### src/rtl/fifo_write_arbiter.sv
// Round-robin, packet-locking arbiter that lets N requesters share one FIFO write port.
// Define FIFO_ARB_TAG_EN to prepend the owner index to p_write_data.
module fifo_write_arbiter #(
    parameter int unsigned BITS      = 32,
    parameter int unsigned N         = 4,
    parameter int unsigned MAX_BURST = 4,
    localparam int unsigned IDW      = $clog2(N),
`ifdef FIFO_ARB_TAG_EN
    localparam int unsigned OW       = BITS + IDW
`else
    localparam int unsigned OW       = BITS
`endif
) (
    input  logic              clk,
    input  logic              rst,
    input  logic [N-1:0]      req_valid,
    input  logic [N*BITS-1:0] req_data,
    input  logic [N-1:0]      req_last,
    output logic [N-1:0]      req_ready,
    output logic              p_write_en,
    output logic [OW-1:0]     p_write_data,
    input  logic              p_write_full,
    output logic [N-1:0]      grant,
    output logic              busy
);

    typedef enum logic [0:0] {StIdle, StLock} state_e;

    state_e          state_q, state_d;
    logic [IDW-1:0]  owner_q, owner_d;
    logic [IDW-1:0]  rr_ptr_q, rr_ptr_d;
    logic [7:0]      cnt_q, cnt_d;
    logic [IDW-1:0]  cand, pick_idx;
    logic            pick_found;
    logic            locked;
    logic            xfer;
    logic [BITS-1:0] owner_data;

    // Outputs are forced quiet while rst is asserted, even before the first reset edge.
    assign locked = !rst && (state_q == StLock);
    assign xfer   = locked && req_valid[owner_q] && !p_write_full;

    always_comb begin
        owner_data = '0;
        for (int i = 0; i < N; i++) begin
            if (owner_q == IDW'(i)) begin
                owner_data = req_data[i*BITS +: BITS];
            end
        end
    end

    // First valid requester at or after rr_ptr, wrapping modulo N.
    always_comb begin
        cand       = '0;
        pick_idx   = '0;
        pick_found = 1'b0;
        for (int i = 0; i < N; i++) begin
            cand = IDW'((32'(rr_ptr_q) + 32'(i)) % N);
            if (!pick_found && req_valid[cand]) begin
                pick_found = 1'b1;
                pick_idx   = cand;
            end
        end
    end

    always_ff @(posedge clk) begin
        if (rst) begin
            state_q  <= StIdle;
            owner_q  <= '0;
            rr_ptr_q <= '0;
            cnt_q    <= '0;
        end else begin
            state_q  <= state_d;
            owner_q  <= owner_d;
            rr_ptr_q <= rr_ptr_d;
            cnt_q    <= cnt_d;
        end
    end

    always_comb begin
        state_d  = state_q;
        owner_d  = owner_q;
        rr_ptr_d = rr_ptr_q;
        cnt_d    = cnt_q;
        case (state_q)
            StIdle: begin
                if (pick_found) begin
                    state_d = StLock;
                    owner_d = pick_idx;
                    cnt_d   = '0;
                end
            end
            StLock: begin
                if (xfer) begin
                    cnt_d = cnt_q + 8'd1;
                    if (req_last[owner_q] || (cnt_d == 8'(MAX_BURST))) begin
                        state_d  = StIdle;
                        rr_ptr_d = (owner_q == IDW'(N - 1)) ? '0 : owner_q + IDW'(1);
                    end
                end
            end
            default: state_d = StIdle;
        endcase
    end

    always_comb begin
        busy         = locked;
        grant        = '0;
        req_ready    = '0;
        p_write_en   = xfer;
        p_write_data = '0;
        if (locked) begin
            grant[owner_q] = 1'b1;
        end
        if (xfer) begin
            req_ready[owner_q] = 1'b1;
`ifdef FIFO_ARB_TAG_EN
            p_write_data = {owner_q, owner_data};
`else
            p_write_data = owner_data;
`endif
        end
    end

endmodule

### config.mk
export PLATFORM = sky130hd
export DESIGN_NAME = fifo_write_arbiter
export DESIGN_NICKNAME = d
export VERILOG_FILES = /design/src/rtl/fifo_write_arbiter.sv
export SDC_FILE = /design/constraint.sdc
export NUM_CORES = 1
export LEC_CHECK = 0
export BUFFER_PORTS_ARGS = -buffer_cell sky130_fd_sc_hd__clkbuf_2
export CAP_MARGIN = 20
export CELL_PAD_IN_SITES_DETAIL_PLACEMENT = 0
export CELL_PAD_IN_SITES_GLOBAL_PLACEMENT = 1
export CORE_UTILIZATION = 24
export DETAILED_ROUTE_END_ITERATION = 10
export MAX_ROUTING_LAYER = met4
export PLACE_DENSITY = 0.89
export SYNTH_ARGS = -nofsm -noshare
export SYNTH_HDL_FRONTEND = slang
export SYNTH_SLANG_ARGS = --single-unit
export TNS_END_PERCENT = 100
### constraint.sdc
create_clock -name clk -period 2.75 [get_ports clk]
set_clock_uncertainty 0.1 [all_clocks]
set_input_delay 0.55 -clock clk [delete_from_list [all_inputs] [get_ports clk]]
set_output_delay 0.55 -clock clk [all_outputs]
set_load 0.02 [all_outputs]
; ---- After elaboration in Yosys (flattened, before gate mapping)
; Cells that the tools add are included.
[op_classes]
add_sub_neg = 5
muxes = 37
reduce_logical = 17
order_cmp = 6
n_eq_ne = 6
bitwise_logic = 1
[ops]
columns = cell, n
row1 = $mux W32, 5
row2 = $mux W8, 2
row3 = $pmux W8 S2, 1
row4 = $lt A2 B3 Y1 const B, 5
row5 = $mux W1, 14
row6 = $bmux W1 S2, 6
row7 = $mux W2, 5
row8 = $add A8 B1 Y8 const B, 1
row9 = $eq A8 B3 Y1 const B, 1
row10 = $mux W4, 2
row11 = $logic_and A1 B1 Y1, 7
row12 = $logic_not A1 Y1, 5
row13 = $add A2 B1 Y2 const B, 2
row14 = $add A2 B2 Y2 const B, 2
row15 = $eq A2 B2 Y1 const B, 2
row16 = $ne A2 B2 Y1 const B, 2
row17 = $reduce_and A2 Y1, 2
row18 = $reduce_and A3 Y1, 1
row19 = $demux W1 S2, 1
row20 = $eq A2 B1 Y1 const B, 1
row21 = $ge A2 B1 Y1 const B, 1
row22 = $logic_not A2 Y1, 1
row23 = $pmux W1 S2, 1
row24 = $logic_or A1 B1 Y1, 1
row25 = $not A1 Y1, 1
[totals]
inputBits = 139
reg_bits = 13

; ---- Depth between registers and ports, before layout
[depth]
depth_word = 14
depth_mapped = 9
mapped_depth_nobuf = 7

; ---- Worst setup path after synthesis
; Ideal clock, no wire load.
[synth_path]
path_type = input -> output
startpoint = input port rst
endpoint = output port p_write_data[0]
t_arrival_ns = 1.902
slack_ns = 0.198
path_buffers = 2
path_stages = 5
cell_sequence = nor2b_1 > nand3b_4 > buf_6 > buf_2 > nor2_1
[synth_between]
elab_chain_len = 5
[synth_rtl]
columns = item, line
row1 = "start, declared", 15  ; input logic rst,
row2 = $logic_not A1 Y1, 40  ; assign locked = !rst && (state_q == StLock);
row3 = $logic_and A1 B1 Y1, 40
row4 = $logic_and A1 B1 Y1 (2 in a row), 41  ; assign xfer = locked && req_valid[owner_q] && !p_write_full;
row5 = $mux W32, 115  ; if (xfer) begin
row6 = "end, declared", 21  ; output logic [OW-1:0] p_write_data,
; Every way passes these cells.

; ---- Worst setup path in the final report
[layout_path]
startpoint = register owner_q[0]
endpoint = output port req_ready[3]
[layout_between]
elab_chain_len = 5
word_cells_on_any_way = 10
classes_between = order compare (2) / mux (5) / reduce/logical (3)
[layout_rtl]
columns = item, line
row1 = "start, declared", 30  ; logic [IDW-1:0] owner_q, owner_d;
row2 = "start signal, assigned", 74  ; owner_q <= owner_d;
row3 = $lt A2 B3 Y1 (implied by the code) (tied with other cells), 116  ; req_ready[owner_q] = 1'b1;
row4 = $logic_and A1 B1 Y1 (implied by the code) / $mux W1 (equally long branches), "116, 41"
row5 = $mux W1 (implied by the code) / $logic_and A1 B1 Y1 (equally long branches), "116, 41"
row6 = $demux W1 S2 / $logic_and A1 B1 Y1 (equally long branches), "116, 41"
row7 = $mux W4 *, 115
row8 = "end, declared", 19  ; output logic [N-1:0] req_ready,
; Mark *: on every way between the ends. The rest lies on a longest branch, timed or not. The select of a mux whose other input is x is not followed.

==> flow_summary.yaml <==
setup_path:
  r2r_cells: 7
  end_kind: "output pin"
  critical_path_class: "flop to output pin"
  rr_endpoint: "cnt_q[2]"
  critPathLaunchType: "flop"
  rrSetupSlack_ns: 0.69
  arrival_ns: 2.01
  worst_ep_required_time_ns: 2.10
  reg2reg_from: "owner_q[0]"
  path_max_fanout: 18
detailed_routing:
  first_iter_violations: 122
  drc: 0
  avgRoutedWirePerCell_um: 13.7
  dr.pass1.iters: 4
  drt_wl_total_um: 7760
  viasPerCell: 5.09
  vias: 2893
  antenna_left: 0
min_path:
  hold_path_end: "cnt_q[1]"
  hold_class: "flop to flop"
  min_from: "cnt_q[1]"
  min_path_cells: 2
floorplan:
  start_util_pct: 25.2
  die_width_um: 92.8
  die_y_um: 92.8
  ios: 181
  dieArea_sq_um: 8600
  core-area_sq_um: 7850
  fp-row-count: 32
cells_and_area:
  fin_util_pct: 39.4
  final_common_cell: "clkbuf_2"
  fin_area_sq_um: 3090
  layout_common_cells: "clkbuf_2, nor2_1, a21oi_1"
  final_nets: 612
  antenna_cells: 0
  drive_gt1_share_pct: 44.6
  area_growth_pct: 56.5
sta:
  fin_ws_ns: 0.0923
  fmax_mhz: 376
  holdWs_ns: 0.405
  drv_slew: 0
  layout_min_cycle_time_ns: 2.66
  hold_viol: 0
  relSlewSlack_pct: 61.4
  finalCritPeriodShare_pct: 96.6
  tns_ns: 0
  worst-slew-pin-transition_ns: 0.578
  setup_viol_count_final: 0
  rsz0062_at_grt: "yes"
logic_synthesis:
  ys_warn_count: 0
  syn_inst: 299
  yosysTopAreaCellShare_pct: 14.2
  synth_edf_count: 0
  avgSynthCellArea_sq_um: 6.61
  synthTopCellsByArea: "a221oi_1, dfxtp_1, nor2b_1, a21oi_1, nor2_1"
  syn-num-nets: 444
  yosysUniqueCellTypes: 39
  synth-seq-cells: 13
  ys_seq_area_share_pct: 13.2
  synth_top_area_cell: "a221oi_1"
  synth_flop_cell: "dfxtp_1"
  syn_area_sq_um: 1980
  async_flop_share_pct: 0
cts:
  cts_made_buffers: 3
  cts_tree: "yes"
  htreeDepth: 1
  clock_path_buffers: 2
  clock_latency_ns: 0.25
  cts.sink_count: 13
  cts-root-buf: "clkbuf_8"
  ctsHoldBuffers: 0
  post_cts_buffers: 0
  cts-resized-gates: 2
  cts.clk_slew.worst_paths_ns: 0.06
placement:
  pre_cts_ws_ns: 0.218
  place_area_sq_um: 3020
  dpl.hpwl_um: 5760
  place_congestion: 0.774
  port_buffers: 180
job:
  cap_violations: 0
power_and_ir_drop:
  worst_ir_drop_vdd_v: 0.000143
  p_per_area_nw_per_um2: 262
  p_leak_nw: 1.51
global_route:
  grt_use_total_pct: 17.1
  antenna_found_initial: 0
  grt_pass1_wl_um: 11700
  grt_max_degree: 68
  overflow: 0
  first_global_vias: 2562
run_status:
  status: "finished, final reports clean"
[per-stage QoR]
stage	power [mW]	std cells
6_report	0.811	568
3_3_place_gp	0.624	564
4_1_cts	0.814	568
3_5_place_dp	0.631	564
5_1_grt	0.875	568
2_1_floorplan	0.453	299
[registers in the layout (all words and copies together) (netlist names)]
register  count
rr_ptr_q      2
owner_q       2
cnt_q         8
state_q       1
[layer usage]
layer	vias to the layer above	GRT usage, %	wire, um
met2	137	31.3	3850
met3	9	1.23	502
met4	0	3.97	90
met5	-	-	0
li1	1434	-	-
met1	1313	20.1	3320
[critical path, cell delays in order, from the launching register on]
cell      delay [ns]
dfxtp_2         0.36
buf_4           0.16
mux4_2          0.53
nand3b_4        0.23
inv_6           0.13
and2_1          0.18
clkbuf_2        0.15
[where the power goes]
part	switching (mW)	total [mW]	internal, mW
combinational	0.221	0.437	0.216
sequential	0.00481	0.198	0.193
clock	0.0739	0.176	0.103
total	0.299	0.811	0.512
[cell usage after synthesis (2+ instances only)]
| cell | count |
|---|---|
| inv_1 | 6 |
| clkbuf_1 | 17 |
| or3_1 | 2 |
| xnor2_1 | 2 |
| a211oi_1 | 4 |
| ha_1 | 6 |
| nor2b_1 | 39 |
| o221ai_1 | 2 |
| and2_1 | 8 |
| a221oi_1 | 32 |
| nand3_1 | 5 |
| dfxtp_1 | 13 |
| nand3b_1 | 2 |
| a21oi_1 | 44 |
| buf_2 | 6 |
| nor2_1 | 50 |
| nand2_1 | 5 |
| nor3_1 | 32 |
| a211o_1 | 2 |
| o21ai_0 | 3 |
[area by class of cell]
class	count	area (sq um)
Multi-Input combinational cell	252	1590
Tap cell	102	128
Fill cell	825	4750
Inverter	7	31.3
Clock buffer	4	45.0
Timing Repair Buffer	190	1040
Sequential cell	13	262
[worst max-delay path by stage]
stage / end / startpoint / depth (start not counted)
floorplan: p_write_data[0] / rst / 5
global placement: req_ready[2] / req_valid[3] / 6
detailed placement: req_ready[3] / req_valid[3] / 6
CTS: req_ready[3] / owner_q[0] / 6
global route: p_write_data[6] / owner_q[1] / 9
finish: req_ready[3] / owner_q[0] / 6
[cell families after synthesis]
logic type	count (synthesis)	share of synthesized area (%)
AO/OA/AOI/OAI	93	32.1
XOR/XNOR	2	0.886
adder cells (fa/ha/maj)	6	3.80
buffers and inverters	34	8.16
flip-flops	13	13.2
multiplexers	2	2.47
AND/OR/NAND/NOR	149	39.4
No activity file was read; power rests on OpenSTA's default activity.
